$ cat config.mk
export PLATFORM = sky130hd
export DESIGN_NAME = pipe_fetch_pc
export DESIGN_NICKNAME = d
export VERILOG_FILES = /design/src/rtl/pipe_fetch_pc.sv
export SDC_FILE = /design/constraint.sdc
export NUM_CORES = 1
export LEC_CHECK = 0
export ABC_AREA = 1
export BUFFER_PORTS_ARGS = -buffer_cell sky130_fd_sc_hd__buf_4
export CORE_MARGIN = 2
export CORE_UTILIZATION = 40
export DETAILED_ROUTE_END_ITERATION = 16
export GPL_TIMING_DRIVEN = 0
export HOLD_SLACK_MARGIN = 0.12
export PLACE_DENSITY_LB_ADDON = 0.05
export SETUP_SLACK_MARGIN = 0.5
export SYNTH_ARGS = -nofsm -noshare
export SYNTH_HDL_FRONTEND = slang
export SYNTH_SLANG_ARGS = --single-unit
$ cat constraint.sdc
create_clock -name clk -period 2.4 [get_ports clk]
set_input_delay 0 -clock clk [delete_from_list [all_inputs] [get_ports clk]]
set_output_delay 0 -clock clk [all_outputs]
set_load 0.02 [all_outputs]
$ cat src/rtl/pipe_fetch_pc.sv
// Instruction-fetch PC stage: holds the PC, drives the instruction read port,
// applies branch/jump redirects (latched while stalled) and halts on a jump to 0.
module pipe_fetch_pc #(
    parameter logic [31:0] RESET_VECTOR = 32'hBFC00000,
    parameter int          DRAIN_CYCLES = 4
) (
    input  logic        clk,
    input  logic        rst_n,
    input  logic        waitrequest,
    input  logic        IF_ID_Write,
    input  logic        redirect_valid,
    input  logic [31:0] redirect_target,
    output logic        instr_read,
    output logic [31:0] instr_address,
    output logic [31:0] IF_Reg_PC,
    output logic        active
);

    localparam int CW = (DRAIN_CYCLES > 1) ? $clog2(DRAIN_CYCLES + 1) : 1;
    localparam logic [CW-1:0] LAST = CW'(DRAIN_CYCLES - 1);

    typedef enum logic [1:0] {RUN, DRAIN, HALTED} state_t;

    state_t        state, state_nxt;
    logic [31:0]   pc, pc_nxt;
    logic          pend_valid, pend_valid_nxt;
    logic [31:0]   pend_target, pend_target_nxt;
    logic [CW-1:0] cnt, cnt_nxt;
    logic          adv;
    logic [31:0]   tgt_aligned;
    logic [31:0]   fetch_next;
    logic          unused_low_bits;

    assign unused_low_bits = ^redirect_target[1:0];
    assign tgt_aligned     = {redirect_target[31:2], 2'b00};

    always_ff @(posedge clk or negedge rst_n) begin
        if (!rst_n) begin
            state       <= RUN;
            pc          <= RESET_VECTOR;
            pend_valid  <= 1'b0;
            pend_target <= 32'd0;
            cnt         <= '0;
        end else begin
            state       <= state_nxt;
            pc          <= pc_nxt;
            pend_valid  <= pend_valid_nxt;
            pend_target <= pend_target_nxt;
            cnt         <= cnt_nxt;
        end
    end

    always_comb begin
        state_nxt       = state;
        pc_nxt          = pc;
        pend_valid_nxt  = pend_valid;
        pend_target_nxt = pend_target;
        cnt_nxt         = cnt;
        adv             = (state == RUN) && !waitrequest && IF_ID_Write;
        fetch_next      = redirect_valid ? tgt_aligned :
                          pend_valid     ? pend_target : pc + 32'd4;
        case (state)
            RUN: begin
                if (adv) begin
                    pc_nxt         = fetch_next;
                    pend_valid_nxt = 1'b0;
                    if (fetch_next == 32'd0) begin
                        state_nxt = DRAIN;
                        cnt_nxt   = '0;
                    end
                end else if (redirect_valid) begin
                    // Redirect seen while stalled: remember it, latest one wins.
                    pend_valid_nxt  = 1'b1;
                    pend_target_nxt = tgt_aligned;
                end
            end
            DRAIN: begin
                if (!waitrequest) begin
                    cnt_nxt = cnt + CW'(1);
                    if (cnt == LAST)
                        state_nxt = HALTED;
                end
            end
            default: state_nxt = HALTED;
        endcase
    end

    assign instr_read    = (state == RUN);
    assign active        = (state != HALTED);
    assign instr_address = pc;
    assign IF_Reg_PC     = pc;

endmodule
==> impl_metrics.json, run 1 <==
{
  "outcome": "finished, final reports clean",
  "min_period_ns": 2.21,
  "via_count": 4861,
  "clk_pin_slew_ns": 0.06,
  "ys_ff_latch": 68,
  "final_core_util": 0.586,
  "gp_congestion": 0.913,
  "setup_viol": 0,
  "grt_first_pass_wirelength_um": 25200,
  "fin_cells": 976,
  "grt_max_degree": 69,
  "antenna_found_initial": 0,
  "multiInputGateArea_um2": 2470,
  "cp_cell_sequence": "buf_6 > inv_4 > nor2_4 > nand2_4 > nor2_4 > buf_12 > nand2_1 > nand2_1 > nand3_1 > a21boi_2 > nand2_1 > nor2_1 > nand3_2 > nand2_2 > nand2_2 > nand2_1 > nand2_1",
  "drv_slew": 0,
  "portBuffers": 99,
  "worst_ir_drop_vdd_uv": 292,
  "clock.fmax_ghz": 0.452,
  "place_inst": 903,
  "rsz0062_at_grt": "true",
  "synthArstFlopShare": 1.00,
  "seqCellArea_um2": 1740,
  "wire_per_inst_um": 16.1,
  "syn_inst": 661,
  "cts_tree": "built",
  "leakage_nw": 3.14,
  "synth.net_count": 701,
  "crit_path_max_incr_delay_ns": 0.42,
  "via_per_inst": 4.98,
  "fp.dieW_um": 111,
  "first_iter_violations": 354,
  "grt-ovfl-total": 0,
  "p_total_mw": 4.51,
  "hp-class": "input port to flop",
  "synth_cell_type_count": 30,
  "slew-limit-headroom": 0.382,
  "tns_ns": 0,
  "syn_area_um2": 4570,
  "final_hold_viol_count": 0,
  "start_util": 0.406,
  "path_common_cell": "nand2_1",
  "skew_ns": 0.00453,
  "clock_path_buffers": 2,
  "worst_slew_pin_slew_ns": 0.927,
  "whs_ns": 0.163,
  "rows": 39,
  "clock-sinks": 68,
  "critical_path_class": "flop to flop",
  "final_common_cell": "nand2_1",
  "grt_pass1_vias": 4730,
  "cap_viol_max_count": 0,
  "path_max_fanout": 5,
  "h-tree-depth": 3,
  "die_h_um": 111,
  "synth_warnings": 0,
  "syn_avg_cell_area_um2": 6.92,
  "start_kind": "flop",
  "final_antenna_net_count": 0,
  "ys_seq_area_frac": 0.374,
  "critPathArrivalTime_ns": 2.44,
  "synth_edf_count": 0,
  "required_ns": 2.63,
  "ios": 103,
  "dp_hpwl_um": 11400,
  "timing.final.crit_share": 0.922,
  "cts_buffers": 9,
  "first_pass_iters": 5,
  "fin_nets": 868,
  "globalRouteTotalUtil": 0.261,
  "synth_flop_cell": "dfrtp_1",
  "cts_root_buffer": "clkbuf_16",
  "mostFrequentLayoutCells": "nand2_1, buf_4, nor2_1",
  "drc": 0,
  "coreArea_um2": 11300,
  "layout-drive-gt1-share": 0.365,
  "die_area_um2": 12300,
  "clkLatencyLatePin_ns": 0.34,
  "syn_to_final_growth_pct": 44.3,
  "cp-end-kind": "flop",
  "power_density_nw_per_um2": 683,
  "wl_um": 15700,
  "antenna_cells": 0,
  "critPathSlowestCell": "dfrtp_2",
  "num-fill-cells": 1077
}
[worst max-delay path, delay by kind of cell, from the launching register on]
kind,cells,cell delay [ns]
compound gates,1,0.15
buf+inv,3,0.32
simple gates,13,1.22
flops,1,0.42
[repair_timing]
action / 4_1_cts / 5_1_grt
setup buffers: 18 / 7
pin swaps: 16 / 14
endpoints found under the hold margin: 118 / 0
endpoints found under the setup margin: 33 / 45
gates resized for setup: 45 / 27
hold buffers: 32 / 0
[report_power, final]
part	internal, mW	switching, mW	total, mW
clock	0.942	0.537	1.48
combinational	0.688	0.832	1.52
sequential	1.33	0.184	1.51
total	2.96	1.55	4.51
[metrics by stage]
stage | setup slack, ns | instance area (µm²)
floorplan | 0.483 | 4640
global placement | -0.0962 | 5560
detailed placement | -0.109 | 5560
CTS | 0.177 | 6490
global route | 0.0134 | 6600
finish | 0.187 | 6600
[state kept, by name, indices dropped and copies added, names as in the netlist]
register and cells:
pend_valid 1, pend_target 30, state 2, IF_Reg_PC 32, cnt 3
[per-layer routing]
metal  global-route usage  vias to the layer above  wire length [µm]
li1                     -                     2411                 -
met1                0.377                     2244              7350
met2                0.403                      181              6930
met3               0.0344                       25              1120
met4               0.0900                        0               331
met5                    0                        -                 0
[path summary, 6_finish.rpt]
check	slack, ns	cells past startpoint	start	to
worst max-delay path	0.19	17	IF_Reg_PC[2]$_DFFE_PN0P_	cnt[0]$_DFFE_PN0P_
worst min-delay path	0.16	5	redirect_valid	IF_Reg_PC[3]$_DFFE_PN0P_
worst max register to register	0.19	17	IF_Reg_PC[2]$_DFFE_PN0P_	cnt[0]$_DFFE_PN0P_
worst min register to register	0.48	2	cnt[1]$_DFFE_PN0P_	cnt[1]$_DFFE_PN0P_
max in group asynchronous	1.38	2	rst_n	IF_Reg_PC[17]$_DFFE_PN0P_
min in group asynchronous	0.32	2	rst_n	IF_Reg_PC[0]$_DFFE_PN0P_
[cell usage after synthesis (3+ instances only)]
| master | count | share of area |
|---|---|---|
| nand2_1 | 200 | 0.16 |
| nor2_1 | 84 | 0.069 |
| dfrtp_1 | 59 | 0.32 |
| inv_1 | 58 | 0.048 |
| o21ai_0 | 54 | 0.059 |
| nand3_1 | 51 | 0.056 |
| buf_4 | 33 | 0.054 |
| mux2_2 | 19 | 0.047 |
| clkbuf_1 | 13 | 0.011 |
| a21oi_1 | 12 | 0.013 |
| buf_2 | 10 | 0.011 |
| nand2_2 | 10 | 0.014 |
| dfstp_2 | 9 | 0.052 |
| nand4_1 | 8 | 0.011 |
| nor2_4 | 7 | 0.017 |
| nor3_1 | 5 | 0.0055 |
| nand3b_1 | 4 | 0.0066 |
| a21boi_1 | 3 | 0.0049 |
| ha_1 | 3 | 0.0082 |
| inv_2 | 3 | 0.0025 |
| o21ai_1 | 3 | 0.0033 |
[cells by family after synthesis]
logic type,synth area share
buffers and inverters,0.126
adder cells (fa/ha/maj),0.00821
flip-flops,0.374
AO/OA/AOI/OAI,0.0941
AND/OR/NAND/NOR,0.351
multiplexers,0.0468
[cell type report]
class | instances | area share
Clock buffer | 11 | 0.0368
Inverter | 61 | 0.0358
Multi-Input combinational cell | 476 | 0.374
Timing Repair Buffer | 156 | 0.193
Sequential cell | 68 | 0.263
Buffer | 56 | 0.0576
Tap cell | 143 | 0.0271
Clock inverter | 5 | 0.0129
(Power assumes the default switching activity.)
==> run 2, diff against run 1 <==
==> constraint.sdc (replaced) <==
create_clock -name clk -period 2.4 [get_ports clk]
set_input_delay 0.48 -clock clk [delete_from_list [all_inputs] [get_ports clk]]
set_output_delay 0.48 -clock clk [all_outputs]
set_load 0.02 [all_outputs]
==> impl_metrics.json, run 2 (synthesis gave the netlist of run 1 again) <==
{
  "first_iter_violations": 374,
  "worst_ir_drop_vdd_uv": 317,
  "grt_first_pass_wirelength_um": 24600,
  "cap_viol_max_count": 0,
  "crit_end": "cnt[0]$_DFFE_PN0P_",
  "via_per_inst": 5.03,
  "largest_register_ffs": 32,
  "start_kind": "flop",
  "timing.final.crit_share": 0.925,
  "globalRouteTotalUtil": 0.256,
  "path_depth": 17,
  "reg2reg_to": "cnt[0]$_DFFE_PN0P_",
  "grt_max_degree": 69,
  "start_util": 0.406,
  "clockPowerShare": 0.331,
  "wl_um": 15400,
  "fp.dieW_um": 111,
  "cp-end-kind": "flop",
  "cp_cell_sequence": "buf_6 > inv_4 > nor2_4 > nand2_4 > nor2_4 > buf_12 > nand2_1 > nand2_1 > nand3_1 > a21boi_2 > nand2_1 > nor2_1 > nand3_2 > nand2_2 > nand2_2 > nand2_1 > nand2_1",
  "clock_path_buffers": 2,
  "required_ns": 2.63,
  "antenna_found_initial": 0,
  "portBuffers": 99,
  "crit_path_max_incr_delay_ns": 0.42,
  "cts_tree": "built",
  "rows": 39,
  "tns_ns": 0,
  "worst_slew_pin_slew_ns": 0.916,
  "rr_startpoint": "IF_Reg_PC[2]$_DFFE_PN0P_",
  "final_antenna_net_count": 0,
  "clock-sinks": 68,
  "final_common_cell": "nand2_1",
  "coreArea_um2": 11300,
  "critical_path_class": "flop to flop",
  "internal-power_mw": 2.92,
  "ios": 103,
  "fin_nets": 834,
  "syn_to_final_growth_pct": 36.8,
  "path_common_cell": "nand2_1",
  "final_hold_viol_count": 0,
  "drc": 0,
  "crit_buf_inv": 3,
  "first_pass_iters": 5,
  "hp-class": "input port to asynchronous set/reset pin",
  "swShare": 0.346,
  "antenna_cells": 0,
  "drv_slew": 0,
  "via_count": 4735,
  "die_h_um": 111,
  "cp-startpoint": "IF_Reg_PC[2]$_DFFE_PN0P_",
  "mostFrequentLayoutCells": "nand2_1, buf_4, nor2_1",
  "power_switching_mw": 1.54,
  "critPathArrivalTime_ns": 2.45,
  "layout-drive-gt1-share": 0.377,
  "path_max_fanout": 5,
  "clock.fmax_ghz": 0.451,
  "grt-ovfl-total": 0,
  "fin_cells": 942,
  "dp_hpwl_um": 11400,
  "skew_ns": 0.00483,
  "power_density_nw_per_um2": 712,
  "crit_family": "simple AND/OR/NAND/NOR gates",
  "rsz0062_at_grt": "true",
  "hold_buffers": 0,
  "comb_power_share": 0.329,
  "critPathSlowestCell": "dfrtp_2",
  "setup_viol": 0,
  "slew-limit-headroom": 0.389,
  "clkLatencyLatePin_ns": 0.34,
  "die_area_um2": 12300,
  "r2r_slack_ns": 0.18,
  "grt_pass1_vias": 4570,
  "pwr-share-seq": 0.340,
  "leakage_nw": 3.00,
  "clk_pin_slew_ns": 0.06,
  "min_period_ns": 2.22,
  "reg2reg_depth": 17,
  "p_total_mw": 4.45,
  "num-fill-cells": 1114,
  "outcome": "finished, final reports clean",
  "h-tree-depth": 3,
  "gp_congestion": 0.913,
  "wire_per_inst_um": 16.4,
  "cts_root_buffer": "clkbuf_16",
  "cts_buffers": 9,
  "place_inst": 903
}
-- run 2: changes by cell type in the layout (fill, tap and decap cells not counted), sizes merged --
| cell | before | now |
|---|---|---|
| buf | 166 | 164 |
| dlygate4sd3 | 32 | 0 |
-- run 2: routing by layer --
layer | global-route usage | part of all wire
met1 | 0.374 | 0.48
met4 | 0.0900 | 0.021
met3 | 0.0394 | 0.065
met5 | 0 | 0
met2 | 0.386 | 0.44
-- run 2: final cells by class --
cell class	instances	area [µm²]	area share
multi-input cells	476	2460	0.394
inverters	61	236	0.0378
flip-flops and latches	68	1740	0.277
plain buffers	56	380	0.0608
clock inverters	5	85.1	0.0136
clock buffers	11	243	0.0388
well taps	143	179	0.0286
repair buffers	122	936	0.150
-- run 2: timing repair --
item                                    in CTS  in global routing
resized for setup                           45                 26
pin swaps                                   16                 14
endpoints found under the setup margin      33                 45
setup buffers                               18                  5
-- run 2: power groups by stage --
stage / combinational, mW / clock (mW) / sequential, mW
global route: 1.60 / 1.54 / 1.54
floorplan: 0.713 / 0 / 1.59
detailed placement: 1.29 / 0 / 1.55
global placement: 1.28 / 0 / 1.55
finish: 1.46 / 1.48 / 1.51
CTS: 1.44 / 1.49 / 1.51
-- run 2: how the worst min path moves through the flow --
| stage | startpoint | end | depth (start not counted) |
|---|---|---|---|
| 4_1_cts | rst_n | IF_Reg_PC[1]$_DFFE_PN0P_ | 1 |
| 3_5_place_dp | cnt[1]$_DFFE_PN0P_ | cnt[1]$_DFFE_PN0P_ | 2 |
| 6_report | rst_n | IF_Reg_PC[1]$_DFFE_PN0P_ | 1 |
| 3_3_place_gp | cnt[2]$_DFFE_PN0P_ | cnt[2]$_DFFE_PN0P_ | 2 |
| 2_1_floorplan | rst_n | IF_Reg_PC[0]$_DFFE_PN0P_ | 0 |
| 5_1_grt | rst_n | IF_Reg_PC[1]$_DFFE_PN0P_ | 1 |
-- run 2: through the flow --
step / instance area [µm²] / utilization / setup slack, ns / hold WS (ns)
after global placement: 5560 / 0.493 / -0.0962 / 0.459
after detailed placement: 5560 / 0.493 / -0.109 / 0.471
after floorplan: 4640 / - / 0.483 / 0.184
after global routing: 6260 / 0.555 / 0.0102 / 0.335
after CTS: 6170 / 0.547 / 0.177 / 0.323
final: 6260 / 0.555 / 0.181 / 0.269
